## src/rtl/trk_result_axis_tx.sv

```systemverilog
// trk_result_axis_tx
// Captures one epoch of tracking-correlator results (E/P/L/Pilot I/Q), sends
// them as a single AXI4-Stream packet (header + results), then pulses
// o_clear_accum so the correlator can start the next epoch.
// Build option: define TRK_TX_TIMESTAMP_EN to append the 64-bit sample
// timestamp (upper word, then lower word) to every packet.
module trk_result_axis_tx #(
  parameter int DATA_WIDTH  = 32,
  parameter int CHANNEL_ID  = 0,
  parameter int STALL_LIMIT = 1024
) (
  input  logic                    axis_aclk,
  input  logic                    axis_aresetn,
  input  logic                    i_enable,
  input  logic                    i_corr_ready,
  input  logic [DATA_WIDTH-1:0]   i_iE,
  input  logic [DATA_WIDTH-1:0]   i_qE,
  input  logic [DATA_WIDTH-1:0]   i_iP,
  input  logic [DATA_WIDTH-1:0]   i_qP,
  input  logic [DATA_WIDTH-1:0]   i_iL,
  input  logic [DATA_WIDTH-1:0]   i_qL,
  input  logic [DATA_WIDTH-1:0]   i_iPilot,
  input  logic [DATA_WIDTH-1:0]   i_qPilot,
  input  logic [2*DATA_WIDTH-1:0] i_sample_count,
  output logic                    o_clear_accum,
  output logic [DATA_WIDTH-1:0]   m_axis_tdata,
  output logic                    m_axis_tvalid,
  input  logic                    m_axis_tready,
  output logic                    m_axis_tlast,
  output logic [31:0]             o_epoch_count,
  output logic                    o_overrun,
  input  logic                    i_overrun_clr
);

`ifdef TRK_TX_TIMESTAMP_EN
  localparam int NUM_WORDS = 11;
`else
  localparam int NUM_WORDS = 9;
`endif
  localparam int                 IDX_W     = $clog2(NUM_WORDS);
  localparam logic [IDX_W-1:0]   LAST_IDX  = IDX_W'(NUM_WORDS - 1);
  localparam int                 STALL_W   = $clog2(STALL_LIMIT + 1);
  localparam logic [STALL_W-1:0] STALL_MAX = STALL_W'(STALL_LIMIT);
  localparam logic [STALL_W-1:0] STALL_PRE = STALL_W'(STALL_LIMIT - 1);
  localparam logic [7:0]         CHAN_TAG  = 8'(CHANNEL_ID);

  typedef enum logic [1:0] {
    ST_IDLE,
    ST_SEND,
    ST_CLEAR,
    ST_WAIT_LOW
  } state_t;

  state_t                 state_reg;
  logic [IDX_W-1:0]       idx_reg;
  logic [IDX_W-1:0]       idx_next;
  logic [DATA_WIDTH-1:0]  tdata_reg;
  logic                   tvalid_reg;
  logic                   tlast_reg;
  logic                   clear_reg;
  logic [31:0]            epoch_reg;
  logic [STALL_W-1:0]     stall_reg;
  logic                   overrun_reg;

  logic                   capture;
  logic                   stall_hit;
  logic                   overrun_set;
  logic [DATA_WIDTH-1:0]  corr_in  [8];
  logic [DATA_WIDTH-1:0]  word_vec [NUM_WORDS];

  assign capture     = (state_reg == ST_IDLE) && i_enable && i_corr_ready;
  assign stall_hit   = (state_reg == ST_SEND) && !m_axis_tready;
  assign overrun_set = stall_hit && (stall_reg == STALL_PRE);
  assign idx_next    = idx_reg + IDX_W'(1);

  assign corr_in[0] = i_iE;
  assign corr_in[1] = i_qE;
  assign corr_in[2] = i_iP;
  assign corr_in[3] = i_qP;
  assign corr_in[4] = i_iL;
  assign corr_in[5] = i_qL;
  assign corr_in[6] = i_iPilot;
  assign corr_in[7] = i_qPilot;

  // Header carries the epoch count before this packet's increment; the
  // count only moves in ST_CLEAR, so it is stable for the whole packet.
  assign word_vec[0] = DATA_WIDTH'({8'hC5, CHAN_TAG, epoch_reg[15:0]});

  genvar gi;
  generate
    for (gi = 0; gi < 8; gi++) begin : g_result
      logic [DATA_WIDTH-1:0] res_reg;

      // Latch this accumulator on the capture cycle; inputs may move during the packet.
      always_ff @(posedge axis_aclk) begin
        if (capture) begin
          res_reg <= corr_in[gi];
        end
      end

      assign word_vec[gi+1] = res_reg;
    end
  endgenerate

`ifdef TRK_TX_TIMESTAMP_EN
  logic [2*DATA_WIDTH-1:0] sample_reg;

  // Latch the sample timestamp together with the accumulators.
  always_ff @(posedge axis_aclk) begin
    if (capture) begin
      sample_reg <= i_sample_count;
    end
  end

  assign word_vec[9]  = sample_reg[2*DATA_WIDTH-1:DATA_WIDTH];
  assign word_vec[10] = sample_reg[DATA_WIDTH-1:0];
`else
  logic unused_sample;
  assign unused_sample = ^i_sample_count;
`endif

  // Packet FSM: capture, stream words, pulse clear, wait for ready to fall.
  always_ff @(posedge axis_aclk) begin
    if (!axis_aresetn) begin
      state_reg  <= ST_IDLE;
      idx_reg    <= '0;
      tdata_reg  <= '0;
      tvalid_reg <= 1'b0;
      tlast_reg  <= 1'b0;
      clear_reg  <= 1'b0;
      epoch_reg  <= '0;
    end else begin
      clear_reg <= 1'b0;
      case (state_reg)
        ST_IDLE: begin
          if (capture) begin
            idx_reg    <= '0;
            tdata_reg  <= word_vec[0];
            tvalid_reg <= 1'b1;
            tlast_reg  <= 1'b0;
            state_reg  <= ST_SEND;
          end
        end
        ST_SEND: begin
          if (m_axis_tready) begin
            if (tlast_reg) begin
              tvalid_reg <= 1'b0;
              tlast_reg  <= 1'b0;
              clear_reg  <= 1'b1;
              state_reg  <= ST_CLEAR;
            end else begin
              // Next word goes out on the very next cycle: no bubbles.
              idx_reg   <= idx_next;
              tdata_reg <= word_vec[idx_next];
              tlast_reg <= (idx_next == LAST_IDX);
            end
          end
        end
        ST_CLEAR: begin
          epoch_reg <= epoch_reg + 32'd1;
          state_reg <= ST_WAIT_LOW;
        end
        ST_WAIT_LOW: begin
          // Same epoch must not be captured twice while ready is still held.
          if (!i_corr_ready) begin
            state_reg <= ST_IDLE;
          end
        end
        default: begin
          state_reg <= ST_IDLE;
        end
      endcase
    end
  end

  // Sink-stall watchdog: counts back-to-back stalled cycles, sets sticky overrun.
  always_ff @(posedge axis_aclk) begin
    if (!axis_aresetn) begin
      stall_reg   <= '0;
      overrun_reg <= 1'b0;
    end else begin
      if (stall_hit) begin
        if (stall_reg != STALL_MAX) begin
          stall_reg <= stall_reg + STALL_W'(1);
        end
      end else begin
        stall_reg <= '0;
      end

      if (overrun_set) begin
        overrun_reg <= 1'b1;
      end else if (i_overrun_clr) begin
        overrun_reg <= 1'b0;
      end
    end
  end

  assign m_axis_tdata  = tdata_reg;
  assign m_axis_tvalid = tvalid_reg;
  assign m_axis_tlast  = tlast_reg;
  assign o_clear_accum = clear_reg;
  assign o_epoch_count = epoch_reg;
  assign o_overrun     = overrun_reg;

endmodule

```

## config.mk

```make
export PLATFORM = sky130hd
export DESIGN_NAME = trk_result_axis_tx
export DESIGN_NICKNAME = d
export VERILOG_FILES = /design/src/rtl/trk_result_axis_tx.sv
export SDC_FILE = /design/constraint.sdc
export NUM_CORES = 1
export LEC_CHECK = 0
export ABC_AREA = 1
export CORE_ASPECT_RATIO = 0.6
export CORE_MARGIN = 4
export CORE_UTILIZATION = 41
export DETAILED_ROUTE_END_ITERATION = 10
export GPL_ROUTABILITY_DRIVEN = 0
export HOLD_SLACK_MARGIN = 0.08
export PLACE_DENSITY = 0.7
export SYNTH_ARGS = -nofsm -noshare
export SYNTH_HDL_FRONTEND = slang
export SYNTH_SLANG_ARGS = --single-unit
```

## constraint.sdc

```tcl
create_clock -name axis_aclk -period 22.3 [get_ports axis_aclk]
set_clock_uncertainty 0.15 [all_clocks]
set_input_delay 4.46 -clock axis_aclk [delete_from_list [all_inputs] [get_ports axis_aclk]]
set_output_delay 4.46 -clock axis_aclk [all_outputs]
set_load 0.005 [all_outputs]
```

Yosys cells after proc, flatten, opt, wreduce, memory -nomap -nowiden
Cells that the tools add are included.

word-level totals
  bits of input ports = 326
  logic and storage cells = 74
  register bits after elaboration = 341
  output and inout bits = 68

cells by class
  magnitude comparators = 1
  bitwise logic cells = 1
  reductions and logical operators = 14
  equality and inequality tests = 11
  add/subtract/negate cells = 3
  multiplexer cells = 27

operators with widths
  operator                                          number
  two-way mux 32 bit                                5
  binary-select mux 32 bit (select 4 bit)           1
  case mux 32 bit (2 select lines)                  1
  adder 32 x 1 -> 32 bit (second input constant)    1
  two-way mux 4 bit                                 3
  AND reduction 4 bit                               3
  adder 11 x 1 -> 11 bit (second input constant)    1
  == test 11 x 10 -> 1 bit (second input constant)  1
  != test 11 bit (second input constant)            1
  != test 2 bit (second input constant)             5
  two-way mux 1 bit                                 9
  two-way mux 2 bit                                 4
  case mux 2 bit (4 select lines)                   1
  case mux 4 bit (2 select lines)                   1
  AND reduction 3 bit                               2
  >= comparator 5 bit (second input constant)       1
  inverter 4 -> 5 bit                               1
  adder 4 x 1 -> 4 bit (second input constant)      1
  == test 2 bit (second input constant)             2
  == test 4 bit (second input constant)             1
  logical AND 1 bit                                 4
  case mux 1 bit (2 select lines)                   2
  nonzero test 2 bit                                2
  == test 2 x 1 -> 1 bit (second input constant)    1
  3 further kinds                                   3

Logic depth before layout (Yosys ltp)
Gate-level depths: netlist of run 1.

  word-level depth = 8
  depth in mapped cells = 13

Worst setup path after synthesis of run 1
OpenSTA, ideal clock, no wires.

  path type = input-to-reg
  start = input port i_corr_ready
  end = register tvalid_reg (netlist: m_axis_tvalid)
  setup time = 102 ps
  buffers on the path = 0
  cell stages on the path = 4
  data arrival time = 10158 ps
  slack = 11890 ps
  data required time = 22048 ps
  cells stage by stage = nand3_1 inv_1 a21oi_1 a211oi_1

between the ends
  word-level cells in the longest chain between the ends = 3

RTL lines
  what                           line  RTL
  start: declaration             15    input logic i_corr_ready,
  logical AND 1 bit              71    assign capture = (state_reg == ST_IDLE) && i_enable && i_corr_ready;
  via capture                    65    logic capture;
  != test 2 bit (no line)        -
  AND reduction 4 bit (no line)  -
  end signal: assignment         128   tvalid_reg <= 1'b0;
  end signal: assignment         139   tvalid_reg <= 1'b1;
  end signal: assignment         147   tvalid_reg <= 1'b0;
  end: declaration               58    logic tvalid_reg;

The timed path passes the listed nets, and every way through them passes these cells.
A chain may end at the register's enable or synchronous reset.

Worst setup path after layout of run 1
  start = input port i_corr_ready
  end = register g_result[4].res_reg[22], enable pin

between the ends
  word-level cells in the longest chain between the ends = 1

RTL lines
  what                    line  RTL
  logical AND 1 bit       71
  via capture             65
  end signal: assignment  97    res_reg <= corr_in[gi];
  end: declaration        92    logic [DATA_WIDTH-1:0] res_reg;

The timed path passes the listed nets, and every way through them passes these cells.

==> flow_summary.json, run 1 <==
{
  "route.detailed.drc": 0,
  "synthesis.area_um2": 14400,
  "slowest_stage": "buf_4",
  "holdWs_ps": 314.9,
  "via_per_inst": 5.076,
  "dr.pass1.iters": 5,
  "synth_area_leaders": "edfxtp_1 (53%), dfxtp_1 (12%), nand2_1 (9.2%)",
  "finalCritPeriodShare_pct": 30.49,
  "gr-usage-all-layers_pct": 21.99,
  "yosysTopAreaCell": "edfxtp_1",
  "drt_iter0_drc": 947,
  "grt_pass1_vias": 11639,
  "drv_slew": 0,
  "multiInputGateArea_um2": 4339,
  "synth_cells": 1500,
  "crit_fanout": 114,
  "drive_above_1_share_pct": 4.160,
  "slew_headroom_pct": 25.39,
  "design_area_um2": 19140,
  "ir_drop_mv": 0.05461,
  "grt_max_degree": 115,
  "synth.distinct_cells": 31,
  "design.portCount": 394,
  "cts-root-buf": "clkbuf_16",
  "yosysTopAreaCellShare_pct": 53.40,
  "critPathKind": "in2reg",
  "numPortBuffers": 329,
  "antenna_left": 0,
  "cp.arrival_ps": 6780,
  "cts.sinks": 341,
  "status": "complete, no violations",
  "crit_family": "buffers and inverters",
  "clk_pin_slew_ps": 60,
  "tritoncts": "done",
  "worst-path-buf-inv": 3,
  "area_growth_pct": 32.98,
  "synth_ff_type": "edfxtp_1",
  "yosys-top-cells-count": "nand2_1 (353), nor2_1 (285), edfxtp_1 (256)",
  "die_area_um2": 38270,
  "path_cells": "clkdlybuf4s50_1 -> nand3_1 -> inv_8 -> buf_4",
  "holdBufCountCts": 0,
  "post_cts_resized": 0,
  "grt_pass1_wl_mm": 65.87,
  "syn-num-nets": 1835,
  "largest_reg_flops": 256,
  "grt_antenna_before_repair": 5,
  "hold_class": "reg2reg",
  "final_nets": 2142,
  "postCtsSetupRepairBufs": 0,
  "fmax_mhz": 147.1,
  "leakage_uw": 0.006934,
  "clkLatencyLatePin_ps": 520,
  "core_area_um2": 34160,
  "rsz0062_at_grt": "false",
  "yosys_warnings": 0,
  "reg2reg_slack_ps": 18260,
  "synth_edf_count": 256,
  "fin_tns_setup_ps": 0,
  "cpPeakStageDelay_ps": 910,
  "synthArstFlopShare_pct": 0,
  "hpwlAfterDp_mm": 28.88,
  "cp-end-kind": "register",
  "chipWidth_um": 249.9,
  "cts-buffers-inserted": 34,
  "htreeDepth": 2,
  "fillCellCount": 2981,
  "fp-row-count": 52,
  "placed_cell_area_um2": 18090,
  "tightest_slew_ps": 1115,
  "start_util_pct": 42.14,
  "wl_per_cell_um": 18.95,
  "cap_violations": 0,
  "avgSynthCellArea_um2": 9.597,
  "clockBufferDepth": 3,
  "routed-via-count": 11613,
  "cp.required_ps": 22290,
  "setup_ws_ps": 15500,
  "dp_slack_ps": 14950,
  "cellPowerDensity_nw_per_um2": 83.34,
  "period_minus_slack_ps": 6798,
  "seq_area_frac_synth_pct": 65.22,
  "synth.most_common_cell": "nand2_1",
  "setup_violations": 0,
  "drt-total-wl_mm": 43.35,
  "die_h_um": 153.1,
  "ff_latch_area_um2": 9393,
  "grt_overflow": 0,
  "critPathLaunchType": "input pin",
  "synth-seq-cells": 341,
  "finalHoldViolCount": 0
}
## through the flow
| step | util, % | instances | total power [uW] |
|---|---|---|---|
| 2_1_floorplan | - | 1500 | 947.1 |
| 3_3_place_gp | 52.96 | 2230 | 1048 |
| 3_5_place_dp | 52.96 | 2230 | 1055 |
| 4_1_cts | 56.03 | 2286 | 1612 |
| 5_1_grt | 56.04 | 2288 | 1671 |
| 6_report | 56.04 | 2288 | 1595 |
## kinds of logic after synthesis
group / synth area share, %
compound gates: 6.093
xor+xnor: 0.7824
fa+ha+maj: 0.7823
buf+inv: 4.885
flops: 65.22
simple gates: 22.23
## layout by cell type (no fill, tap or decap), drive strengths merged, types with 9 or more instances in the layout
cell type	Yosys	final
clkdlybuf4s50	0	329
dfxtp	85	85
nand3	116	116
buf	34	10
nor3	18	18
ha	9	9
nand2	355	355
clkbuf	34	45
nand4	14	14
xor2	10	10
edfxtp	256	256
a21oi	96	96
inv	108	110
nor2	286	286
o21ai	64	64
## layout make-up
type,instances,area share (%)
tap,459,3.000
clock inverter,11,0.6471
sequential,341,49.07
multi-input combinational,982,22.67
antenna,2,0.02615
inverter,109,2.177
timing repair buffer,339,17.60
clock buffer,45,4.817
## worst paths after layout
kind,cells past startpoint,startpoint,end
max,4,i_corr_ready,g_result[4].res_reg[22]
min,2,m_axis_tdata[0],m_axis_tdata[0]
min reg2reg,2,m_axis_tdata[0],m_axis_tdata[0]
max reg2reg,9,idx_reg[0],m_axis_tdata[31]
## tightest hold or removal path, stage by stage, from the launching register on
cell     delay [ps]
dfxtp_1         310
nand2_1          60
a21oi_1          50
## metal layers
metal / part of all wire [%] / GRT usage (%)
met1: 41 / 28.24
met2: 47 / 36.83
met3: 8.9 / 6.080
met4: 2.5 / 6.316
met5: 0.090 / 0
## power breakdown
group          internal, uW  switching, uW
Combinational          97.0            166
Sequential              758           19.0
Clock                   315            241
Power figures use the tool's default switching activity.
==> inputs of run 2 (changes only) <==
==> constraint.sdc (replaced) <==
create_clock -name axis_aclk -period 6.42 [get_ports axis_aclk]
set_clock_uncertainty 0.15 [all_clocks]
set_input_delay 1.284 -clock axis_aclk [delete_from_list [all_inputs] [get_ports axis_aclk]]
set_output_delay 1.284 -clock axis_aclk [all_outputs]
set_load 0.005 [all_outputs]
==> run 2 against run 1 <==
  * Clock power grew to 3.5 times the previous value
  * Register-to-register slack lost 16000 ps
  * Sequential cell count unchanged
  * Highest routed layer unchanged
==> flow_summary.json, run 2 (synthesis results as in run 1) <==
{
  "status": "complete, no violations",
  "r2r-end": "m_axis_tdata[31]",
  "die_h_um": 153.1,
  "cp.required_ps": 6740,
  "cp.arrival_ps": 4130,
  "grt_overflow": 0,
  "area_growth_pct": 33.48,
  "grt_pass1_vias": 11706,
  "drv_slew": 0,
  "worstHoldPathCells": 2,
  "core_area_um2": 34160,
  "hpwlAfterDp_mm": 29.30,
  "start_util_pct": 42.14,
  "finalNonFillerCells": 2296,
  "postCtsSetupRepairBufs": 0,
  "chipWidth_um": 249.9,
  "die_area_um2": 38270,
  "finalCritPeriodShare_pct": 59.30,
  "holdBufCountCts": 0,
  "reg2reg_depth": 11,
  "htreeDepth": 2,
  "via_per_inst": 5.091,
  "clk_pin_slew_ps": 60,
  "crit_fanout": 40,
  "fmax_mhz": 262.7,
  "drt-total-wl_mm": 43.26,
  "cts-buffers-inserted": 34,
  "placedCellCount": 2233,
  "tritoncts": "done",
  "wl_per_cell_um": 18.84,
  "slew_headroom_pct": 25.12,
  "clockBufferDepth": 3,
  "design.portCount": 394,
  "critPathKind": "reg2reg",
  "routed-via-count": 11690,
  "fin_tns_setup_ps": 0,
  "reg2reg_slack_ps": 2610,
  "rsz0062_at_grt": "false",
  "fillCellCount": 2928,
  "gr-usage-all-layers_pct": 21.95,
  "clkLatencyLatePin_ps": 520,
  "largest_reg_flops": 256,
  "hold_start": "m_axis_tdata[0]",
  "grt_antenna_before_repair": 3,
  "layout_common_cells": "nand2_1 (352), clkdlybuf4s50_1 (329), nor2_1 (284)",
  "hold_class": "reg2reg",
  "setup_violations": 0,
  "critPathLaunchType": "register",
  "hold_path_end": "m_axis_tdata[0]",
  "finalHoldViolCount": 0,
  "r2r_start": "idx_reg[0]",
  "cp-end-kind": "register",
  "cellPowerDensity_nw_per_um2": 290.7,
  "drive_above_1_share_pct": 4.142,
  "fp-row-count": 52,
  "cpPeakStageDelay_ps": 710,
  "path_cells": "ha_2 -> inv_2 -> nand2_1 -> buf_4 -> inv_2 -> a21oi_1 -> o211ai_1 -> nand3_1 -> nand3_1 -> nand2_1 -> inv_1",
  "final_common_cell": "nand2_1",
  "cts-root-buf": "clkbuf_16",
  "route.detailed.drc": 0,
  "slowest_stage": "dfxtp_4",
  "cap_violations": 0,
  "final_nets": 2145,
  "grt_pass1_wl_mm": 65.87,
  "drt_iter0_drc": 1054,
  "period_minus_slack_ps": 3807,
  "numPortBuffers": 329,
  "cts.sinks": 341,
  "grt_max_degree": 132,
  "antenna_left": 0,
  "ir_drop_mv": 0.1625,
  "dr.pass1.iters": 5,
  "post_cts_resized": 0,
  "leakage_uw": 0.006957,
  "tightest_slew_ps": 1119
}
[run 2: cell types whose count changed in the layout (fill, tap and decap cells not counted), sizes merged]
cell | before | now
clkinv | 7 | 14
buf | 10 | 13
inv | 110 | 107
clkinvlp | 1 | 3
clkbuf | 45 | 44
[run 2: how the worst max path moves through the flow]
stage / end / start / cells after the start
after floorplan: g_result[0].res_reg[0] / i_enable / 2
after global placement: g_result[0].res_reg[22] / i_corr_ready / 4
after detailed placement: g_result[5].res_reg[21] / i_corr_ready / 4
after CTS: m_axis_tdata[31] / idx_reg[0] / 11
after global routing: m_axis_tdata[31] / idx_reg[0] / 11
final: m_axis_tdata[31] / idx_reg[0] / 11
[run 2: report_power, final]
| part | internal, uW | switching (uW) | leakage (uW) | total (uW) |
|---|---|---|---|---|
| Clock | 1140 | 835 | 0.000522 | 1970 |
| Sequential | 2630 | 70.7 | 0.00306 | 2700 |
| Combinational | 341 | 573 | 0.00338 | 914 |
| Total | 4110 | 1480 | 0.00696 | 5590 |
[run 2: through the flow]
stage               total power [uW]  utilization, %  hold slack, ps  instance area, um2  setup slack (ps)
floorplan                       3267               -           299.8               14400             611.7
global placement                3642           53.05           301.3               18120              2627
detailed placement              3667           53.05           305.8               18120              2607
CTS                             5635           56.24           315.2               19210              2604
global route                    5839           56.25           343.0               19210              2356
finish                          5586           56.25           316.5               19210              2613
[run 2: layout make-up]
cell class | instances | area [um2] | area share, %
timing repair buffer | 342 | 3403 | 17.71
antenna | 2 | 5.005 | 0.02605
sequential | 341 | 9393 | 48.88
tap | 459 | 574.3 | 2.989
clock buffer | 44 | 962.2 | 5.007
inverter | 109 | 412.9 | 2.149
multi-input combinational | 982 | 4339 | 22.58
clock inverter | 17 | 125.1 | 0.6512
[run 2: worst max-delay path, delay by kind of cell, from the launching register on]
| family | cells | cell delay [ps] |
|---|---|---|
| buf+inv | 4 | 1620 |
| flops | 1 | 710 |
| simple gates | 4 | 500 |
| fa+ha+maj | 1 | 400 |
| compound gates | 2 | 310 |
[run 2: metal layers]
metal | wire, um | global-route usage, % | vias to the layer above | part of all wire [%]
met1 | 18350 | 28.94 | 5579 | 42
met4 | 710 | 4.857 | 4 | 1.6
met5 | 27 | 0 | - | 0.062
met2 | 20580 | 37.12 | 434 | 48
li1 | - | - | 5612 | -
met3 | 3592 | 5.367 | 61 | 8.3
==> inputs of run 3 (changes only) <==
--- a/config.mk
+++ b/config.mk
@@ -12,7 +12,7 @@
 export DETAILED_ROUTE_END_ITERATION = 10
 export GPL_ROUTABILITY_DRIVEN = 0
 export HOLD_SLACK_MARGIN = 0.08
-export PLACE_DENSITY = 0.7
+export PLACE_DENSITY = 0.73
 export SYNTH_ARGS = -nofsm -noshare
 export SYNTH_HDL_FRONTEND = slang
 export SYNTH_SLANG_ARGS = --single-unit
==> constraint.sdc (replaced) <==
create_clock -name axis_aclk -period 3.32 [get_ports axis_aclk]
set_clock_uncertainty 0.15 [all_clocks]
set_input_delay 0.664 -clock axis_aclk [delete_from_list [all_inputs] [get_ports axis_aclk]]
set_output_delay 0.664 -clock axis_aclk [all_outputs]
set_load 0.005 [all_outputs]
==> run 3 against run 2 <==
  * Combinational power up 110%
  * Worst setup slack worse by 1900 ps
  * Via count about the same
  * Power up 97%
  * Utilization up 0.79 points
  * Largest power group unchanged
==> flow_summary.json, run 3 (synthesis results as in run 1) <==
{
  "design_area_um2": 19480,
  "postCtsSetupRepairBufs": 0,
  "cp-endpoint": "m_axis_tdata[29]",
  "final_common_cell": "nand2_1",
  "cellPowerDensity_nw_per_um2": 566.2,
  "grt_pass1_wl_mm": 66.57,
  "crit_fanout": 54,
  "totalPowerFinal_uw": 11030,
  "drive_above_1_share_pct": 5.397,
  "cpPeakStageDelay_ps": 620,
  "die_h_um": 153.1,
  "fmax_mhz": 387.0,
  "hold_class": "reg2reg",
  "clkPwrFrac_pct": 35.7,
  "cts-root-buf": "clkbuf_16",
  "r2r_start": "idx_reg[0]",
  "clk_pin_slew_ps": 60,
  "setup_ws_ps": 735.9,
  "reg2reg_depth": 10,
  "layout_common_cells": "nand2_1 (352), clkdlybuf4s50_1 (329), nor2_1 (284)",
  "finalCritPeriodShare_pct": 77.84,
  "drt_iter0_drc": 1079,
  "leakage_uw": 0.007093,
  "switching_share_pct": 26.30,
  "cp.arrival_ps": 2870,
  "route.detailed.drc": 0,
  "drv_slew": 0,
  "chipWidth_um": 249.9,
  "ir_drop_mv": 0.4223,
  "r2r-end": "m_axis_tdata[29]",
  "reg2reg_slack_ps": 740,
  "numPortBuffers": 329,
  "design.portCount": 394,
  "path_cells": "ha_2 -> buf_4 -> o21ai_0 -> nor2_1 -> nor2_1 -> nor2_1 -> nand2_1 -> nand2_1 -> nand2_1 -> a21oi_1",
  "p_sw_uw": 2902,
  "largest_reg_flops": 256,
  "core_area_um2": 34160,
  "cts-buffers-inserted": 34,
  "cp-end-kind": "register",
  "clockBufferDepth": 3,
  "via_per_inst": 5.047,
  "dr.pass1.iters": 5,
  "p_seq_share_pct": 47.2,
  "cap_violations": 0,
  "gr-usage-all-layers_pct": 22.21,
  "grt_antenna_before_repair": 7,
  "holdBufCountCts": 0,
  "cp.required_ps": 3610,
  "tritoncts": "done",
  "critPathLaunch": "idx_reg[0]",
  "placed_cell_area_um2": 18340,
  "status": "complete, no violations",
  "final_nets": 2162,
  "hpwlAfterDp_mm": 30.02,
  "finalHoldViolCount": 0,
  "area_growth_pct": 35.35,
  "wl_per_cell_um": 18.79,
  "drt-total-wl_mm": 43.54,
  "critPathKind": "reg2reg",
  "internal_power_uw": 8130,
  "die_area_um2": 38270,
  "critPathLaunchType": "register",
  "routed-via-count": 11695,
  "period_minus_slack_ps": 2584,
  "slew_headroom_pct": 50.43,
  "setup_violations": 0,
  "grt_max_degree": 81,
  "grt_overflow": 0,
  "dp_slack_ps": 733.2,
  "antenna_left": 0,
  "combPwrFrac_pct": 17.1,
  "fp-row-count": 52,
  "tightest_slew_ps": 743.5,
  "grt_pass1_vias": 11775,
  "slowest_stage": "buf_4",
  "htreeDepth": 2,
  "rsz0062_at_grt": "false",
  "cts.sinks": 341,
  "post_cts_resized": 0,
  "start_util_pct": 42.14,
  "clkLatencyLatePin_ps": 520
}
-- run 3: cell types whose count changed in the layout (fill, tap and decap cells not counted), moves of 2 or more --
cell / previous run / this run
clkinv_2: 1 / 6
buf_12: 1 / 7
clkinv_1: 13 / 9
buf_4: 12 / 23
clkinvlp_4: 3 / 1
diode_2: 2 / 5
-- run 3: power groups by stage --
| stage | clock network, uW | registers, uW | logic (uW) |
|---|---|---|---|
| global route | 4230 | 5230 | 2080 |
| finish | 3940 | 5200 | 1890 |
| floorplan | 0 | 5350 | 980 |
| global placement | 0 | 5280 | 1850 |
| detailed placement | 0 | 5300 | 1890 |
| CTS | 4050 | 5210 | 1900 |
-- run 3: how the worst min path moves through the flow --
stage	from	to	slack [ps]	depth (start not counted)
after detailed placement	m_axis_tdata[4]	m_axis_tdata[4]	310	2
after floorplan	stall_reg[10]	stall_reg[10]	300	2
after global routing	m_axis_tdata[10]	m_axis_tdata[10]	330	2
after CTS	m_axis_tdata[4]	m_axis_tdata[4]	320	2
final	m_axis_tdata[11]	m_axis_tdata[11]	320	2
after global placement	m_axis_tdata[13]	m_axis_tdata[13]	300	2
-- run 3: layer usage --
layer | wire length (um) | part of all wire, % | global-route usage [%] | up-vias
li1 | - | - | - | 5644
met1 | 17840 | 41 | 28.63 | 5505
met2 | 20830 | 48 | 37.40 | 469
met3 | 3934 | 9.0 | 6.182 | 69
met4 | 894 | 2.1 | 5.573 | 8
met5 | 45 | 0.10 | 0 | -
-- run 3: final cells by class --
type                            instances  area, um2
Multi-Input combinational cell        982       4354
Clock inverter                         17      155.1
Fill cell                            2853      14670
Timing Repair Buffer                  359       3606
Clock buffer                           45      975.9
Tap cell                              459      574.3
Sequential cell                       341       9393
Inverter                              109      412.9
Antenna cell                            5      12.51
-- run 3: critical path: cells and delay by family (launching register included) --
kind / cells / cell delay, ps
buffers and inverters: 1 / 620
AND/OR/NAND/NOR: 6 / 560
flip-flops: 1 / 430
adder cells (fa/ha/maj): 1 / 400
AO/OA/AOI/OAI: 2 / 330
-- run 3: metrics by stage --
step	utilization, %	std cells	hold slack (ps)	setup TNS [ps]
after floorplan	-	1500	299.8	-460570
final	57.04	2317	316.0	0
after CTS	57.00	2312	315.8	0
after global routing	57.02	2314	333.9	0
after global placement	53.69	2250	302.2	0
after detailed placement	53.69	2250	305.8	0
